### src/rtl/low_fir_filter.sv
// rtl/low_fir_filter.sv - low-band FIR multiply-accumulate over one sequencing burst (up to 1021 taps)
// Define LOW_FIR_SAT_EN to saturate smpl_out; otherwise acc[30:15] wraps.
module low_fir_filter (
    input  logic        clk,
    input  logic        rst_n,
    input  logic        sequencing,
    input  logic [15:0] smpl_in,
    output logic [9:0]  coeff_addr,
    input  logic [15:0] coeff,
    output logic [15:0] smpl_out,
    output logic        smpl_vld
);

    typedef enum logic [1:0] {IDLE, ACCUM, DRAIN, OUT} state_t;

    localparam logic [9:0] LAST_TAP = 10'd1020;

    state_t             state, state_nxt;
    logic [9:0]         tap_cnt, tap_cnt_nxt;
    logic               full, full_nxt;
    logic               tap_take;
    logic               seq_d;
    logic               drain_cnt;
    logic               data_vld;
    logic               prod_vld;
    logic signed [31:0] prod;
    logic signed [31:0] mult;
    logic signed [41:0] acc;
    logic [15:0]        result;

    assign coeff_addr = tap_cnt;
    assign mult       = 32'($signed(smpl_in)) * 32'($signed(coeff));

    // A burst starts only on a rising edge seen in IDLE, so a level left high
    // from a burst that re-raised during DRAIN/OUT does not restart it.
    always_comb begin
        state_nxt   = state;
        tap_cnt_nxt = tap_cnt;
        full_nxt    = full;
        tap_take    = 1'b0;
        case (state)
            IDLE: begin
                tap_cnt_nxt = 10'd0;
                full_nxt    = 1'b0;
                if (sequencing && !seq_d) begin
                    tap_take    = 1'b1;
                    tap_cnt_nxt = 10'd1;
                    state_nxt   = ACCUM;
                end
            end
            ACCUM: begin
                if (!sequencing) begin
                    tap_cnt_nxt = 10'd0;
                    full_nxt    = 1'b0;
                    state_nxt   = DRAIN;
                end else if (!full) begin
                    tap_take = 1'b1;
                    if (tap_cnt == LAST_TAP) begin
                        full_nxt = 1'b1;
                    end else begin
                        tap_cnt_nxt = tap_cnt + 10'd1;
                    end
                end
            end
            DRAIN: begin
                if (drain_cnt) begin
                    state_nxt = OUT;
                end
            end
            OUT: begin
                state_nxt = IDLE;
            end
            default: begin
                state_nxt = IDLE;
            end
        endcase
    end

`ifdef LOW_FIR_SAT_EN
    logic signed [26:0] acc_sh;
    assign acc_sh = acc[41:15];
    always_comb begin
        result = acc_sh[15:0];
        if (acc_sh > 27'sd32767) begin
            result = 16'h7FFF;
        end else if (acc_sh < -27'sd32768) begin
            result = 16'h8000;
        end
    end
`else
    assign result = acc[30:15];
`endif

    always_ff @(posedge clk or negedge rst_n) begin
        if (!rst_n) begin
            state     <= IDLE;
            tap_cnt   <= 10'd0;
            full      <= 1'b0;
            seq_d     <= 1'b0;
            drain_cnt <= 1'b0;
            data_vld  <= 1'b0;
            prod_vld  <= 1'b0;
            prod      <= 32'sd0;
            acc       <= 42'sd0;
            smpl_out  <= 16'h0000;
            smpl_vld  <= 1'b0;
        end else begin
            state     <= state_nxt;
            tap_cnt   <= tap_cnt_nxt;
            full      <= full_nxt;
            seq_d     <= sequencing;
            drain_cnt <= (state == DRAIN) ? ~drain_cnt : 1'b0;
            data_vld  <= tap_take;
            prod_vld  <= data_vld;
            if (data_vld) begin
                prod <= mult;
            end
            // Clearing in OUT cannot race a new product: the next burst's first
            // product lands two edges after IDLE accepts it.
            if (state == OUT) begin
                acc <= 42'sd0;
            end else if (prod_vld) begin
                acc <= acc + 42'(prod);
            end
            smpl_vld <= (state == DRAIN) && drain_cnt;
            if ((state == DRAIN) && drain_cnt) begin
                smpl_out <= result;
            end
        end
    end

endmodule

### config.mk
export PLATFORM = sky130hd
export DESIGN_NAME = low_fir_filter
export DESIGN_NICKNAME = d
export VERILOG_FILES = /design/src/rtl/low_fir_filter.sv
export SDC_FILE = /design/constraint.sdc
export NUM_CORES = 1
export LEC_CHECK = 0
export BUFFER_PORTS_ARGS = -buffer_cell sky130_fd_sc_hd__buf_2
export CELL_PAD_IN_SITES_DETAIL_PLACEMENT = 0
export CELL_PAD_IN_SITES_GLOBAL_PLACEMENT = 2
export CORE_MARGIN = 5
export CORE_UTILIZATION = 38
export CTS_CLUSTER_DIAMETER = 150
export DETAILED_ROUTE_END_ITERATION = 8
export PLACE_DENSITY_LB_ADDON = 0.1
export SLEW_MARGIN = 20
export SYNTH_ARGS = -nofsm -noshare
export SYNTH_HDL_FRONTEND = slang
export SYNTH_SLANG_ARGS = --single-unit
export TNS_END_PERCENT = 50
### constraint.sdc
create_clock -name clk -period 2.9 [get_ports clk]
set_clock_uncertainty 0.2 [all_clocks]
set_input_delay 0.29 -clock clk [delete_from_list [all_inputs] [get_ports clk]]
set_output_delay 0.29 -clock clk [all_outputs]
set_load 0.005 [all_outputs]
* Word level (Yosys, flattened, before mapping)
Index checks and enable logic that the tools add are counted.
** Storage, ports and cells
- Bits in registers :: 108
** Cells by class
- Add/subtract/negate cells :: 2
- $mul :: 1
- Equal/unequal tests :: 9
- Mux-type cells :: 20
- Bitwise gates (word level) :: 1
- Reductions and logical operators :: 8
** Operator list (number)
- $mux W42 :: 2
- $add A42 B32 Y42 :: 1
- $mul A16 B16 Y32 :: 1
- $mux W10 :: 3
- $pmux W10 S2 :: 1
- $add A10 B1 Y10 const B :: 1
- $eq A10 B10 Y1 const B :: 1
- $mux W1 :: 8
- $pmux W2 S4 :: 1
- $mux W2 :: 3
- $ne A2 B2 Y1 const B :: 3
- $ne A3 B3 Y1 const B :: 2
- $reduce_and A3 Y1 :: 2
- $eq A2 B2 Y1 const B :: 2
- $pmux W1 S2 :: 2
- $reduce_bool A2 Y1 :: 2
- $eq A2 B1 Y1 const B :: 1
- $logic_and A1 B1 Y1 :: 2
- $logic_not A2 Y1 :: 1
- $logic_not A1 Y1 :: 1
- $not A1 Y1 :: 1

* Logic depth before layout (Yosys ltp)
Gate-level depths: netlist of the first run.
- Depth in word-level cells :: 5
- Depth in mapped cells :: 24
- Depth with buffers taken out :: 23

* Worst setup path before layout of the first run
No wires, ideal clock.
- Kind :: input -> register
- Start :: input port coeff[1]
- End :: register prod[28]
- Data arrival time :: 5.939 ns
- Required time :: 2.575 ns
- Setup slack :: -3.363 ns
- Cell stages on the path :: 23
- Cell sequence :: clkbuf_1 -> nand2_1 -> inv_1 -> fa_1 -> inv_1 -> fa_1 -> inv_1 -> fa_1 -> fa_1 -> fa_1 -> inv_1 -> fa_1 -> inv_1 -> ha_1 -> clkbuf_1 -> nand4_1 -> nand2b_1 -> o22ai_1 -> a2111oi_2 -> o21bai_1 -> a21oi_1 -> xnor2_1 -> mux2_2
** On the way
- Cells in the longest elaborated chain, start to end :: 1
** Ends and longest elaborated chain
- start: declaration :: RTL line 9 : input logic [15:0] coeff,
- $mul A16 B16 Y32 :: RTL line 32 : assign mult = 32'($signed(smpl_in)) * 32'($signed(coeff));
- end signal: assignment :: RTL line 116 : prod <= mult;
- end: declaration :: RTL line 26 : logic signed [31:0] prod;
Every way passes these cells.
A chain may end at the register's enable or synchronous reset.

* Worst setup path in the final report of the first run
- Start :: input port smpl_in[7]
- End :: register prod[23]
** On the way
- Cells in the longest elaborated chain, start to end :: 1
** Ends and longest elaborated chain
- start: declaration :: RTL line 7 : input logic [15:0] smpl_in,
- $mul A16 B16 Y32 :: RTL line 32
Every way passes these cells.

==> run summary, run 1 <==
Status: finished, violations left
Failing checks: negative setup slack
First-pass GRT wire length: 63.12 mm
Die width: 208.8 um
Vias in the first global route: 12,730
Cell Chain, Critical Path: buf_12 > and2_4 > fa_1 > inv_1 > fa_1 > fa_2 > fa_1 > inv_1 > fa_1 > inv_2 > fa_1 > inv_2 > ha_4 > buf_6 > a21oi_4 > o21bai_4 > a22o_1 > a31o_4 > a21boi_2 > o21bai_1 > a2111o_1 > o311ai_2
Synth Area per Inst: 9.457 um^2
Fraction of layout cells with a size suffix above 1: 26.88%
Critical Path Start: smpl_in[7]
Commonest non-fill, non-tap cell in the layout: inv_1
Post-synth EDFFs: 0
Multi-input gate area: 11,930 um^2
# IOs: 62
Most frequent cells in the layout: inv_1, fa_1, buf_4
Slew @ Worst Pin: 0.7482 ns
Initial antenna violation count: 1
Worst-path fanout max: 5
Nets: 2,241
TritonCTS clock tree: done
Congestion Overflow GR: 0
Final hold vios: 0
Diodes inserted: 0
Fraction of registers with async set/reset: 100.0%
Pin count of the biggest net entering global routing: 44
Synth Register Bits: 96
Vias per cell: 4.830
Final wirelength: 36.59 mm
Hold Path Class: primary input to flip-flop
Core Rows: 72
Max-capacitance violation count: 0
Element type at the critical path end: flip-flop
Final worst slack: -2.612 ns
CP max-delay cell: fa_1
Startpoint types: primary input
Number of port buffers: 61
Clock root cell: clkbuf_16
RD Place Congestion: 0.7902
Filler cells: 3,744
FF+latch area: 2402 um^2
Drt drc: 0
Register area share after synthesis: 16.00%
Hold path start: smpl_in[0]
Clock Sinks: 96
Reg clk slew, reported paths: 0.08 ns
Worst path bufs/invs: 6
Beginning of the worst register-to-register path: prod[0]
Clock Latency Late Sink: 0.36 ns
Predominant post-synthesis flop cell: dfrtp_1
F_max: 0.1814 GHz
Core area: 38,920 um^2
Die height: 208.8 um
Cells after synthesis: 1,588
Deepest clock path buffer count: 2
Crit path max-delay family: adder cells
Syn Nets: 1,996
Vias: 11,380
HPWL Detailed: 30.83 mm
Post-synth cell types: 72
Max Slew Vio Count: 0
CP arrival: 5.57 ns
Overall routing resource usage: 17.65%
Antenna Nets Post-Route: 0
Area growth syn-to-layout: 26.00%
Htree depth: 3
CP most frequent cell: fa_1
Yosys warning total: 0
Synthesized cell area: 15,020 um^2
Flop2flop setup slack: -0.20 ns
DR iter-0 viols: 460
Finished Core Util: 48.62%
Number of detailed-route iterations in the first pass: 6
CP Class: primary input to flip-flop
Max transition margin: 50.00%
Die area: 43,600 um^2
Final setup violation count: 31
Max stage delay on crit path: 0.55 ns
Final cycle utilization of the critical path: 190.1%
Unrepaired setup endpoints after global routing: yes
Starting density of the core: 38.59%
Drt wl/cell: 15.53 um
Req. time, crit path: 2.96 ns
Final Critical Period: 5.512 ns
Cts bufs inserted: 9
[logic make-up (layout without fill, tap and decap cells)]
logic type,Yosys count,after routing,synth area share (%)
compound gates,197,197,9.189
xor+xnor,61,61,3.557
fa+ha+maj,373,373,43.92
buf+inv,374,624,9.414
flops,96,96,16.00
mux,52,52,3.807
simple gates,435,435,14.11
[final cells by class]
cell class              instances  share of cell area (%)
multi-input cells            1118                   63.06
repair buffers                283                   12.74
flip-flops and latches         96                   12.70
inverters                     325                   6.473
well taps                     518                   3.425
clock buffers                   9                   1.190
clock inverters                 7                  0.4166
[sequential cells by signal, indices dropped and copies added, names as in the netlist]
register,cells
full,1
coeff_addr,10
acc,31
smpl_out,16
prod_vld,1
drain_cnt,1
smpl_vld,1
prod,31
state,2
data_vld,1
seq_d,1
[layer usage]
metal / global-route usage (%) / wire length (um) / part of all wire, %
met5: 0 / 7 / 0.019
met4: 2.160 / 372 / 1.0
met3: 2.340 / 707 / 1.9
met2: 32.65 / 19330 / 53
met1: 22.71 / 16180 / 44
[tightest hold or removal path: cells and delay by family]
family | cells | cell delay, ns
buffers and inverters | 2 | 0.29
AO/OA/AOI/OAI | 1 | 0.07
AND/OR/NAND/NOR | 1 | 0.07
[repair_timing]
item | CTS | global route
endpoints found under the setup margin | 37 | 37
pin swaps | 87 | 34
hold buffers | 2 | 0
gates resized for setup | 156 | 31
cloned | 3 | 1
setup buffers | 11 | 3
endpoints found under the hold margin | 42 | 0
[cell usage after synthesis (all sizes together) (3+ instances only)]
| cell | n | area (um^2) |
|---|---|---|
| inv | 324 | 1216 |
| fa | 257 | 5145 |
| nand2 | 154 | 578.1 |
| and2 | 120 | 750.7 |
| ha | 116 | 1451 |
| dfrtp | 96 | 2402 |
| nor2 | 84 | 315.3 |
| a21oi | 59 | 302.8 |
| clkbuf | 46 | 173.9 |
| xnor2 | 45 | 394.1 |
| mux2 | 38 | 431.7 |
| o21ai | 31 | 158.9 |
| a21o | 21 | 157.7 |
| xor2 | 16 | 140.1 |
| o21bai | 15 | 112.6 |
| mux2i | 14 | 140.1 |
| nor2b | 13 | 81.33 |
| nor3 | 12 | 60.06 |
| nand4 | 11 | 68.82 |
| a211oi | 10 | 95.09 |
| a31oi | 9 | 56.30 |
| nand3 | 9 | 45.04 |
| o21a | 9 | 67.56 |
| and3 | 8 | 50.05 |
| a22o | 6 | 52.55 |
| nand2b | 6 | 37.54 |
| o211ai | 6 | 50.05 |
| or3 | 6 | 38.79 |
| nor4 | 5 | 37.53 |
| a21boi | 3 | 26.27 |
| buf | 3 | 20.01 |
| o311ai | 3 | 33.79 |
[stage by stage]
step / TNS, ns / instance area [um^2] / std cells / hold slack, ns / setup slack [ns]
after floorplan: -59.37 / 15490 / 1588 / -0.2056 / -2.918
after global placement: -73.29 / 17660 / 2322 / 0.1445 / -3.162
after detailed placement: -73.84 / 17660 / 2322 / 0.1457 / -3.193
after CTS: -56.47 / 18750 / 2353 / 0.2111 / -2.594
after global routing: -61.71 / 18920 / 2356 / 0.2296 / -2.791
final: -56.04 / 18920 / 2356 / 0.2044 / -2.612
[final timing paths]
path,end,cells past startpoint
min in group asynchronous,acc[3],2
hold reg to reg,drain_cnt,1
max in group asynchronous,coeff_addr[4],3
hold / removal,prod[0],4
setup reg to reg,acc[30],11
setup / recovery,prod[23],22
Power of run 1 is not shown: default switching activity piles up to over one toggle a cycle in this logic, so the estimate is an artifact.
==> run 2, diff against run 1 <==
Settings changed: RECOVER_POWER from default to 25.
==> run 2 against run 1 <==
The run still ends with negative setup slack left. Hold slack about the same. First-iteration DRC count down 0.43%. Utilization is essentially flat. Critical path type unchanged.
==> run summary, run 2 (same netlist as run 1, synthesis figures left out) <==
# IOs: 62
Failing checks: negative setup slack
Overall routing resource usage: 17.65%
Htree depth: 3
Final Critical Period: 5.512 ns
Number of detailed-route iterations in the first pass: 6
Drt drc: 0
Antenna Nets Post-Route: 0
F_max: 0.1814 GHz
Max Slew Vio Count: 0
Final setup violation count: 31
Clock Latency Late Sink: 0.36 ns
Unrepaired setup endpoints after global routing: yes
Status: finished, violations left
Die width: 208.8 um
Max transition margin: 17.60%
Max-capacitance violation count: 0
Initial antenna violation count: 1
Hold Path Class: primary input to flip-flop
Starting density of the core: 38.59%
Slew @ Worst Pin: 1.236 ns
Reg clk slew, reported paths: 0.08 ns
Vias in the first global route: 12,730
Final hold vios: 0
Worst-path fanout max: 5
HPWL Detailed: 30.83 mm
Vias: 11,370
Nets: 2,241
Fraction of layout cells with a size suffix above 1: 26.82%
Core Rows: 72
TritonCTS clock tree: done
Area growth syn-to-layout: 25.98%
First-pass GRT wire length: 63.12 mm
Req. time, crit path: 2.96 ns
Startpoint types: primary input
Die height: 208.8 um
Final wirelength: 36.58 mm
Most frequent cells in the layout: inv_1, fa_1, buf_4
Deepest clock path buffer count: 2
DR iter-0 viols: 458
Congestion Overflow GR: 0
Final worst slack: -2.612 ns
Diodes inserted: 0
Element type at the critical path end: flip-flop
Drt wl/cell: 15.53 um
Clock Sinks: 96
Final cycle utilization of the critical path: 190.1%
CP Class: primary input to flip-flop
Commonest non-fill, non-tap cell in the layout: inv_1
Pin count of the biggest net entering global routing: 44
Pre-CTS WS: -3.193 ns
Die area: 43,600 um^2
RD Place Congestion: 0.7902
Vias per cell: 4.827
CP arrival: 5.57 ns
Core area: 38,920 um^2
Clock root cell: clkbuf_16
Regs by FF count: acc x31, prod x31, smpl_out x16
Cts bufs inserted: 9
Number of port buffers: 61
run 2: cell types whose count changed in the layout (fill, tap and decap cells not counted):
cell	before	now
buf_4	201	200
buf_2	32	31
clkbuf_2	0	1
clkbuf_1	0	1
run 2: cell type report:
type	count	area, um^2
clock buffer	9	225.2
clock inverter	7	78.83
fill	3745	20000
inverter	325	1225
multi-input combinational	1118	11930
sequential	96	2402
tap	518	648.1
timing repair buffer	283	2407
run 2: worst paths after layout:
path	from	end	slack, ns	depth (start not counted)
max in group asynchronous	rst_n	coeff_addr[4]	1.08	3
worst min register to register	drain_cnt	drain_cnt	0.25	1
worst max-delay path	smpl_in[7]	prod[23]	-2.61	22
min in group asynchronous	rst_n	acc[3]	0.51	2
worst max register to register	prod[0]	acc[30]	-0.20	11
worst min-delay path	smpl_in[0]	prod[0]	0.20	4
run 2: repair_timing:
item / CTS / global route
pin swaps: 87 / 34
cloned: 3 / 1
setup buffers: 11 / 3
endpoints found under the setup margin: 37 / 37
hold buffers: 2 / 0
endpoints found under the hold margin: 42 / 0
gates resized for setup: 156 / 31
run 2: metal layers:
metal | global-route usage (%) | part of all wire [%] | wire length, um | vias up
met1 | 22.71 | 44 | 16170 | 5818
met3 | 2.340 | 1.9 | 704 | 29
met4 | 2.160 | 1.0 | 372 | 2
li1 | - | - | - | 5437
met2 | 32.65 | 53 | 19330 | 87
met5 | 0 | 0.019 | 7 | -
run 2: critical path, stage by stage:
cell and delay, ns:
buf_12 0.11, and2_4 0.15, fa_1 0.52, inv_1 0.05
fa_1 0.51, fa_2 0.45, fa_1 0.49, inv_1 0.05
fa_1 0.49, inv_2 0.04, fa_1 0.55, inv_2 0.05
ha_4 0.22, buf_6 0.12, a21oi_4 0.15, o21bai_4 0.08
a22o_1 0.22, a31o_4 0.24, a21boi_2 0.16, o21bai_1 0.09
a2111o_1 0.43, o311ai_2 0.09
run 2: stage by stage:
| stage | hold slack [ns] | instances | cell area [um^2] | TNS, ns | util [%] |
|---|---|---|---|---|---|
| after floorplan | -0.2056 | 1588 | 15490 | -59.37 | - |
| after global placement | 0.1445 | 2322 | 17660 | -73.29 | 45.37 |
| after detailed placement | 0.1457 | 2322 | 17660 | -73.84 | 45.37 |
| after CTS | 0.2111 | 2353 | 18750 | -56.47 | 48.17 |
| after global routing | 0.2296 | 2356 | 18920 | -61.71 | 48.61 |
| final | 0.2044 | 2356 | 18920 | -56.05 | 48.61 |
Power of run 2 is left out for the same reason.
==> run 3, diff against run 2 <==
Settings changed: REMOVE_ABC_BUFFERS from default to 1.
==> run 3 against run 2 <==
The flow still finishes with violations (negative setup slack). Global-route usage is 0.44 points higher. Design area rose by 0.53%. Flip-flop and latch count stayed put. Die area stayed put. Non-clock buffer count grew 18. Count of clock-buffer cells in the layout grew 1.
==> run summary, run 3 (same netlist as run 1, synthesis figures left out) <==
Commonest non-fill, non-tap cell in the layout: inv_1
DR iter-0 viols: 367
Core area: 38,920 um^2
Die height: 208.8 um
Pin count of the biggest net entering global routing: 55
Reg clk slew, reported paths: 0.07 ns
Met2 Wirelength: 19.77 mm
Hold path start: smpl_in[0]
Vias in the first global route: 12,540
Flop2flop setup slack: -0.20 ns
Vias per cell: 4.791
Startpoint types: primary input
Final worst slack: -2.824 ns
Unrepaired setup endpoints after global routing: yes
Worst-path fanout max: 7
TritonCTS clock tree: done
Critical Path Start: smpl_in[6]
Htree depth: 3
CP max-delay cell: fa_1
# IOs: 62
Met3 wire len: 639 um
Fin cells: 2,374
Max stage delay on crit path: 0.53 ns
Fraction of layout cells with a size suffix above 1: 28.07%
F_max: 0.1747 GHz
CP Class: primary input to flip-flop
Antenna Nets Post-Route: 0
Overall routing resource usage: 18.08%
Area growth syn-to-layout: 26.64%
CP most frequent cell: fa_1
Clock Sinks: 96
Final setup violation count: 31
Worst path bufs/invs: 8
WL met1: 16.80 mm
Placed insts: 2,328
Clock root cell: clkbuf_16
Diodes inserted: 0
Max transition margin: 23.99%
Starting density of the core: 38.59%
Failing checks: negative setup slack
Die area: 43,600 um^2
Final cycle utilization of the critical path: 197.4%
Max Slew Vio Count: 0
Initial antenna violation count: 0
Filler cells: 3,800
Die width: 208.8 um
Finished Core Util: 48.87%
Final wirelength: 37.48 mm
First-pass GRT wire length: 64.57 mm
Drt drc: 0
Regs by FF count: acc x31, prod x31, smpl_out x16
Drt wl/cell: 15.79 um
Clock Latency Late Sink: 0.35 ns
Max-capacitance violation count: 0
Congestion Overflow GR: 0
Status: finished, violations left
Hold Slack: 0.2166 ns
Vias: 11,370
Number of port buffers: 61
Core Rows: 72
Number of detailed-route iterations in the first pass: 4
Cell Chain, Critical Path: buf_8 > buf_12 > and2_4 > fa_1 > inv_1 > fa_1 > fa_2 > fa_1 > inv_2 > fa_1 > inv_2 > fa_1 > inv_2 > ha_4 > and3_4 > a211oi_4 > o21ai_4 > buf_6 > buf_6 > a21bo_4 > o21ai_2 > nor2b_4 > xnor2_2 > mux2_4
Top Metal Used: met4
Slew @ Worst Pin: 1.140 ns
Deepest clock path buffer count: 2
Final Critical Period: 5.724 ns
Hold Path Class: primary input to flip-flop
Nets: 2,259
HPWL Detailed: 31.90 mm
Most frequent cells in the layout: inv_1, fa_1, buf_4
CP arrival: 5.76 ns
Final hold vios: 0
Cts bufs inserted: 9
RD Place Congestion: 0.8090
Req. time, crit path: 2.94 ns
Beginning of the worst register-to-register path: acc[0]
Element type at the critical path end: flip-flop
Crit path max-delay family: adder cells
[run 3: cell types whose count changed in the layout (fill, tap and decap cells not counted), sizes merged]
cell | before | now
bufinv | 0 | 2
clkbuf | 12 | 14
clkinv | 6 | 1
bufbuf | 3 | 0
inv | 326 | 327
clkinvlp | 0 | 1
buf | 275 | 295
[run 3: path summary, 6_finish.rpt]
check,cells past startpoint,end
min in group asynchronous,2,acc[5]
setup / recovery,24,prod[20]
hold / removal,4,prod[0]
hold reg to reg,1,drain_cnt
setup reg to reg,11,acc[30]
max in group asynchronous,3,coeff_addr[5]
[run 3: per-layer routing]
metal / track usage [%] / vias up
met1: 23.89 / 5793
met2: 33.45 / 89
li1: - / 5474
met3: 1.905 / 18
met4: 1.553 / 0
met5: 0 / -
[run 3: repair_timing]
item	CTS	global route
pin swaps	118	53
setup buffers	17	12
gates resized for setup	192	67
setup endpoints to repair	38	41
hold endpoints to repair	43	0
hold buffers	2	0
gates cloned	0	0
[run 3: area by class of cell]
| cell class | count | area [um^2] | area share [%] |
|---|---|---|---|
| multi-input cells | 1118 | 11930 | 62.75 |
| repair buffers | 301 | 2475 | 13.01 |
| flip-flops and latches | 96 | 2402 | 12.63 |
| inverters | 325 | 1222 | 6.427 |
| well taps | 518 | 648.1 | 3.408 |
| clock buffers | 10 | 239.0 | 1.256 |
| clock inverters | 6 | 98.84 | 0.5197 |
[run 3: worst min-delay path: stages]
cell     delay (ns)
buf_4          0.14
buf_12         0.15
nand3_1        0.08
o21ai_0        0.07
[run 3: per-stage QoR]
step / setup slack (ns) / instance area [um^2] / setup TNS (ns)
after floorplan: -3.093 / 14820 / -61.06
after global placement: -3.570 / 17430 / -79.87
after detailed placement: -3.582 / 17430 / -80.29
after CTS: -2.844 / 18700 / -59.62
after global routing: -3.012 / 19020 / -66.47
final: -2.824 / 19020 / -60.76
Power of run 3 is left out for the same reason.
